File: src/rtl/morse_pkg.sv
// morse_pkg: state encoding and sizing constants shared by the Morse encoder blocks
package morse_pkg;
  typedef enum logic [2:0] {S_IDLE, S_ISSUE, S_WAIT, S_GAP, S_DONE} state_t;
  localparam int MORSE_MAXLEN    = 8;
  localparam int CHAR_GAP_CYCLES = 3;
endpackage

File: src/rtl/morse_char_seq.sv
// morse_char_seq: issues one character's symbols MSB first to led_fsm.
// Define MORSE_CHAR_GAP_EN to add a CHAR_GAP_CYCLES idle gap before char_done.
module morse_char_seq
  import morse_pkg::*;
#(
  parameter int MAXLEN = MORSE_MAXLEN
) (
  input  logic              clock,
  input  logic              reset,
  input  logic              char_strt,
  input  logic [MAXLEN-1:0] charcode,
  input  logic [3:0]        charlen,
  input  logic              sym_done,
  output logic              sym_strt,
  output logic              sym,
  output logic              busy,
  output logic              char_done
);
`ifdef MORSE_CHAR_GAP_EN
  localparam state_t S_AFTER = S_GAP;
`else
  localparam state_t S_AFTER = S_DONE;
`endif
  state_t            r_state, w_state_nx;
  logic [MAXLEN-1:0] r_shreg, w_shreg_nx;
  logic [3:0]        r_cnt, w_cnt_nx;
  logic [3:0]        w_len;
  logic              r_sym_strt, r_sym, r_busy, r_char_done;
  logic              w_sym_nx;
`ifdef MORSE_CHAR_GAP_EN
  logic [1:0]        r_gap, w_gap_nx;
`endif
  assign w_len    = (charlen > 4'(MAXLEN)) ? 4'(MAXLEN) : charlen;
  // sym is forced low outside a symbol so leftover code bits never leak out
  assign w_sym_nx = (w_state_nx == S_ISSUE || w_state_nx == S_WAIT) & w_shreg_nx[MAXLEN-1];
  always_comb begin
    w_state_nx = r_state;
    w_shreg_nx = r_shreg;
    w_cnt_nx   = r_cnt;
`ifdef MORSE_CHAR_GAP_EN
    w_gap_nx   = r_gap;
`endif
    case (r_state)
      S_IDLE: if (char_strt) begin
        w_shreg_nx = charcode;
        w_cnt_nx   = w_len;
        w_state_nx = (w_len == 4'd0) ? S_DONE : S_ISSUE;
      end
      S_ISSUE: w_state_nx = S_WAIT;
      S_WAIT: if (sym_done) begin
        w_shreg_nx = r_shreg << 1;
        w_cnt_nx   = (r_cnt != 4'd0) ? r_cnt - 4'd1 : r_cnt;
        w_state_nx = (r_cnt <= 4'd1) ? S_AFTER : S_ISSUE;
      end
`ifdef MORSE_CHAR_GAP_EN
      S_GAP: begin
        w_gap_nx   = (r_gap == 2'(CHAR_GAP_CYCLES - 1)) ? 2'd0 : r_gap + 2'd1;
        w_state_nx = (r_gap == 2'(CHAR_GAP_CYCLES - 1)) ? S_DONE : S_GAP;
      end
`endif
      S_DONE:  w_state_nx = S_IDLE;
      default: w_state_nx = S_IDLE;
    endcase
  end
  always_ff @(posedge clock) begin
    if (!reset) begin
      r_state     <= S_IDLE;
      r_shreg     <= '0;
      r_cnt       <= '0;
      r_sym_strt  <= 1'b0;
      r_sym       <= 1'b0;
      r_busy      <= 1'b0;
      r_char_done <= 1'b0;
`ifdef MORSE_CHAR_GAP_EN
      r_gap       <= '0;
`endif
    end else begin
      r_state     <= w_state_nx;
      r_shreg     <= w_shreg_nx;
      r_cnt       <= w_cnt_nx;
      r_sym_strt  <= (w_state_nx == S_ISSUE);
      r_sym       <= w_sym_nx;
      r_busy      <= (w_state_nx != S_IDLE);
      r_char_done <= (w_state_nx == S_DONE);
`ifdef MORSE_CHAR_GAP_EN
      r_gap       <= w_gap_nx;
`endif
    end
  end
  assign sym_strt  = r_sym_strt;
  assign sym       = r_sym;
  assign busy      = r_busy;
  assign char_done = r_char_done;
endmodule
File: config.mk
export PLATFORM = sky130hd
export DESIGN_NAME = morse_char_seq
export DESIGN_NICKNAME = d
export VERILOG_FILES = /design/src/rtl/morse_pkg.sv /design/src/rtl/morse_char_seq.sv
export SDC_FILE = /design/constraint.sdc
export NUM_CORES = 1
export LEC_CHECK = 0
export CORE_MARGIN = 8
export CORE_UTILIZATION = 40
export DETAILED_ROUTE_END_ITERATION = 12
export PLACE_DENSITY = 0.69
export SLEW_MARGIN = 20
export SYNTH_ARGS = -nofsm -noshare
export SYNTH_HDL_FRONTEND = slang
export SYNTH_SLANG_ARGS = --single-unit
File: constraint.sdc
create_clock -name clock -period 1.6 [get_ports clock]
set_input_delay 0.32 -clock clock [delete_from_list [all_inputs] [get_ports clock]]
set_output_delay 0.32 -clock clock [all_outputs]
set_load 0.05 [all_outputs]
# Word level (Yosys, flattened, before mapping)
# Cells that the tools add are included.
# totals
inputBits,16
out_inout_bits,4
reg_bits,19
word_cells,41
# classes
order_cmp,2
eq_ne,8
reduce_logical,8
n_addsub,1
mux,13
bitwise_logic,1
# op_table
operator,n
two-way mux 4 bit,4
two-way mux 8 bit,2
case mux 8 bit (2 select lines),1
two-way mux 3 bit,4
case mux 3 bit (3 select lines),1
case mux 4 bit (2 select lines),1
== test 3 x 1 -> 1 bit (second input constant),2
== test 3 x 2 -> 1 bit (second input constant),2
!= test 2 bit (second input constant),3
greater-than comparator 4 bit (second input constant),1
<= comparator 4 x 1 -> 1 bit (second input constant),1
logical NOT 4 bit,1
AND reduction 4 bit,1
nonzero test 4 bit,1
subtractor 4 x 1 -> 4 bit (second input constant),1
== test 3 bit (second input constant),1
logical NOT 3 bit,1
AND reduction 3 bit,1
nonzero test 3 bit,1
nonzero test 2 bit,1
bitwise AND 1 bit,1
logical OR 1 bit,1

# Logic depth before layout (Yosys ltp)
# logic_depth
depth_word,9
mapped_depth,6
depth_no_buf,6

# Worst setup path after synthesis
# Ideal clock, no wire load.
# synth_timing
path_kind,register -> register
from,register r_state[0]
to,register r_cnt[0]
n_path_buf,1
slack_ps,63
stages_incl_launch_ff,6
period_less_slack_ps,1537
t_arrival_ps,1476
t_required_ps,1540
setup_time_ps,60
cell_sequence,dfxtp_1 > buf_6 > or4b_4 > a32oi_2 > a21boi_2 > o221a_1
# synth_via
elab_chain_cells,3
elab_cells_between_ends,8
cone_classes,eq/ne (4); mux (1); reduce/logical (3)
# synth_lines
item,line,text
from (decl),morse_char_seq.sv:24,"state_t r_state, w_state_nx;"
from (signal assigned),morse_char_seq.sv:78,r_state <= w_state_nx;
== test 3 x 2 -> 1 bit / logical NOT 3 bit (equally long branches),morse_char_seq.sv:43,case (r_state)
!= test 2 bit (no source line) / nonzero test 2 bit (equally long branches),-,
AND reduction 4 bit (no source line),-,
to (signal assigned),morse_char_seq.sv:80,r_cnt <= w_cnt_nx;
to (decl),morse_char_seq.sv:26,"logic [3:0] r_cnt, w_cnt_nx;"
# Several ways; a longest one is shown, not always the timed one.
# A chain may end at the register's enable or synchronous reset.

# Final worst setup path
# layout_timing
from,register r_cnt[1]
to,"register r_busy, in the netlist busy"
# layout_via
elab_chain_cells,5
# layout_lines
item,line,text
<= comparator 4 x 1 -> 1 bit,morse_char_seq.sv:53,w_state_nx = (r_cnt <= 4'd1) ? S_AFTER : S_ISSUE;
two-way mux 3 bit,morse_char_seq.sv:53,
two-way mux 3 bit,morse_char_seq.sv:50,S_WAIT: if (sym_done) begin
case mux 3 bit (3 select lines),morse_char_seq.sv:43,
nonzero test 3 bit,morse_char_seq.sv:83,r_busy <= (w_state_nx != S_IDLE);
to (signal assigned),morse_char_seq.sv:83,
to (decl),morse_char_seq.sv:28,"logic r_sym_strt, r_sym, r_busy, r_char_done;"
# Every way passes these cells.

==> results.txt <==
CP max stage delay -> 0.52 ns
Dpl cell area -> 0.00126 sq mm
GRT overflow -> 0
Multi-input logic area -> 548 sq um
Vias in the first global route -> 936
DR WL/cell -> 13.7 um
CP max-delay cell -> or4_1
Horiz. Die Dim -> 64.8 um
EDFF count, synth -> 0
Die H -> 64.8 um
Yosys warns -> 0
Top cells by area, synth -> dfxtp_1 (40%), a22oi_1 (6.3%), a21boi_0 (4.7%), nand2_1 (4.3%), a21oi_1 (3.7%)
Pre-CTS setup slack -> -0.349 ns
Post-synth top area share -> 39.9%
Share of layout cells above drive strength 1 -> 24.1%
Sink Count -> 19
Fin nets -> 156
Post-synthesis sequential area ratio -> 39.9%
Fin crit share -> 94.9%
Reg power frac -> 49.1%
TritonCTS buffer count -> 3
Comb power frac -> 28.6%
Syn Std Cell Area -> 953 sq um
# IOs -> 20
WHS -> 0.470 ns
Site Rows -> 17
Setup Skew -> 0.00276 ns
GP Congestion -> 0.841
Syn-to-layout area delta -> 37.0%
Mean Syn Cell Area -> 9.35 sq um
Most frequent cells after synthesis -> dfxtp_1 (19), nand2_1 (11), a22oi_1 (8), a21oi_1 (7), a21boi_0 (6)
CP endpoint kind -> flip-flop
CP cell instances -> inv_1, ha_1, nor2_1, or4_1, a21oi_2, a211o_1
Hold Path Class -> flip-flop to flip-flop
Worst EP required -> 1.85 ns
CTS Hold Bufs -> 0
Area leader, netlist -> dfxtp_1
Netlist cell types -> 37
Worst Slack Setup Final -> 0.0815 ns
Final-report setup violation count -> 0
Fmax -> 659 MHz
Largest net degree at the start of global routing -> 12
Worst-path clk slew -> 0.11 ns
Initial DRC count -> 28
Worst path bufs/invs -> 1
Sw Share -> 30.4%
Final Max Tran Viols -> 0
Clk root buf -> clkbuf_4
CP max FO -> 3
Outcome -> finished clean
Pwr per Cell Area -> 835 mW/mm^2
Max VDD drop -> 622 uV
Die outline area -> 0.00420 sq mm
Clock power frac -> 22.3%
CTS max path bufs -> 2
Design area -> 0.00131 sq mm
Cell count after synthesis -> 102
Diode count -> 0
Buffers added on ports -> 19
Antenna viol nets, final -> 0
# DRC -> 0
Register area -> 382 sq um
Worst Path Arrival -> 1.77 ns
Initial core utilization -> 42.7%
Relative slew slack -> 77.8%
P_sw -> 332 uW
Count leader, synth -> dfxtp_1
Yosys reg bits -> 19
Tot Pwr -> 1090 uW
Max_cap viols -> 0
Syn nets -> 120
CTS tree -> done
Vias/cell -> 5.27
Detailed Route WL -> 2260 um
Critical path's top delay family -> simple AND/OR/NAND/NOR gates
Main synth FF type -> dfxtp_1
DP HPWL -> 1790 um
Final hold vios -> 0
Min Tclk post-route -> 1.52 ns
CTS H-tree lvls -> 1
Filler cells -> 215
Clock latency on the worst-skew pair -> 0.29 ns
RSZ-0062 raised after global routing -> no
Int Pwr -> 759 uW
First-pass DRT Iterations -> 4
GRT Resource Usage Total -> 11.6%
Initial antenna violation count -> 0
Leak -> 0.000513 uW
Worst slew pin tran -> 0.331 ns
Critical path class -> flip-flop to flip-flop
Fraction of registers with async set/reset -> 0%
DR vias -> 869
First-pass GRT wire length -> 3930 um
Setup crit start kind -> flip-flop
Core area -> 0.00223 sq mm
power by group through the flow:
stage | Clock [uW] | Combinational, uW | Sequential [uW]
detailed placement | 0 | 301 | 546
finish | 244 | 312 | 536
global placement | 0 | 294 | 543
floorplan | 0 | 151 | 568
CTS | 252 | 305 | 535
global route | 276 | 344 | 540
state kept, by name, indices dropped and copies added, names as in the netlist:
name,count
r_state,3
r_cnt,4
r_shreg,8
busy,1
char_done,1
sym_strt,1
sym,1
final timing paths:
kind	start	end	slack, ns	depth (start not counted)
max	r_cnt[1]$_SDFFE_PN0P_	busy$_SDFF_PN0_	0.08	6
min reg2reg	r_shreg[5]$_SDFFE_PN0P_	r_shreg[5]$_SDFFE_PN0P_	0.47	2
max reg2reg	r_cnt[1]$_SDFFE_PN0P_	busy$_SDFF_PN0_	0.08	6
min	r_shreg[5]$_SDFFE_PN0P_	r_shreg[5]$_SDFFE_PN0P_	0.47	2
through the flow:
stage,instances,util (%),setup TNS [ns]
2_1_floorplan,102,-,0
5_1_grt,165,58.5,0
3_5_place_dp,160,56.2,-2.66
3_3_place_gp,160,56.2,-2.14
6_report,165,58.5,0
4_1_cts,165,57.8,0
area by class of cell:
| cell class | instances | share of cell area [%] |
|---|---|---|
| Clock buffer | 3 | 1.72 |
| Clock inverter | 1 | 0.383 |
| Inverter | 4 | 1.15 |
| Multi-Input combinational cell | 75 | 42.0 |
| Sequential cell | 19 | 29.2 |
| Tap cell | 28 | 2.68 |
| Timing Repair Buffer | 35 | 22.9 |
placed cells by master, fill, tap and decap left out, types with 2 or more instances in the layout:
| cell | synthesis | routed |
|---|---|---|
| a21boi_0 | 6 | 6 |
| a21boi_1 | 2 | 2 |
| a21oi_1 | 7 | 6 |
| a22oi_1 | 8 | 8 |
| and2_1 | 2 | 2 |
| buf_4 | 0 | 20 |
| clkbuf_4 | 0 | 3 |
| clkdlybuf4s50_1 | 0 | 14 |
| dfxtp_1 | 19 | 18 |
| ha_1 | 2 | 2 |
| inv_1 | 4 | 4 |
| nand2_1 | 11 | 11 |
| nand2b_1 | 3 | 3 |
| nand3_1 | 3 | 3 |
| nor2_1 | 5 | 5 |
| nor3b_1 | 3 | 3 |
| o31ai_1 | 2 | 2 |
| xor2_1 | 2 | 2 |
worst min-delay path, stage by stage, from the launching register on:
cell	delay, ns
dfxtp_1	0.33
nand2_1	0.05
a21boi_0	0.06
what timing repair did:
action                     in CTS  in global routing
setup buffers                   1                  0
resized for setup               1                  3
pin swaps                       1                  0
setup endpoints to repair       2                  4
kinds of logic (layout without fill, tap and decap cells):
kind of cell	after synthesis	count (layout)	share of synthesized area (%)
XOR/XNOR	2	2	1.84
multiplexers	1	1	1.05
adder cells (fa/ha/maj)	2	2	2.62
flip-flops	19	19	39.9
AO/OA/AOI/OAI	33	33	25.9
AND/OR/NAND/NOR	37	37	24.5
buffers and inverters	8	43	4.20
per-layer routing:
| metal | vias up | wire, um | track usage [%] |
|---|---|---|---|
| li1 | 445 | - | - |
| met5 | - | 0 | 0 |
| met4 | 0 | 42 | 6.54 |
| met2 | 22 | 1070 | 19.0 |
| met3 | 4 | 80 | 3.09 |
| met1 | 398 | 1070 | 13.5 |
Power figures use the tool's default switching activity.
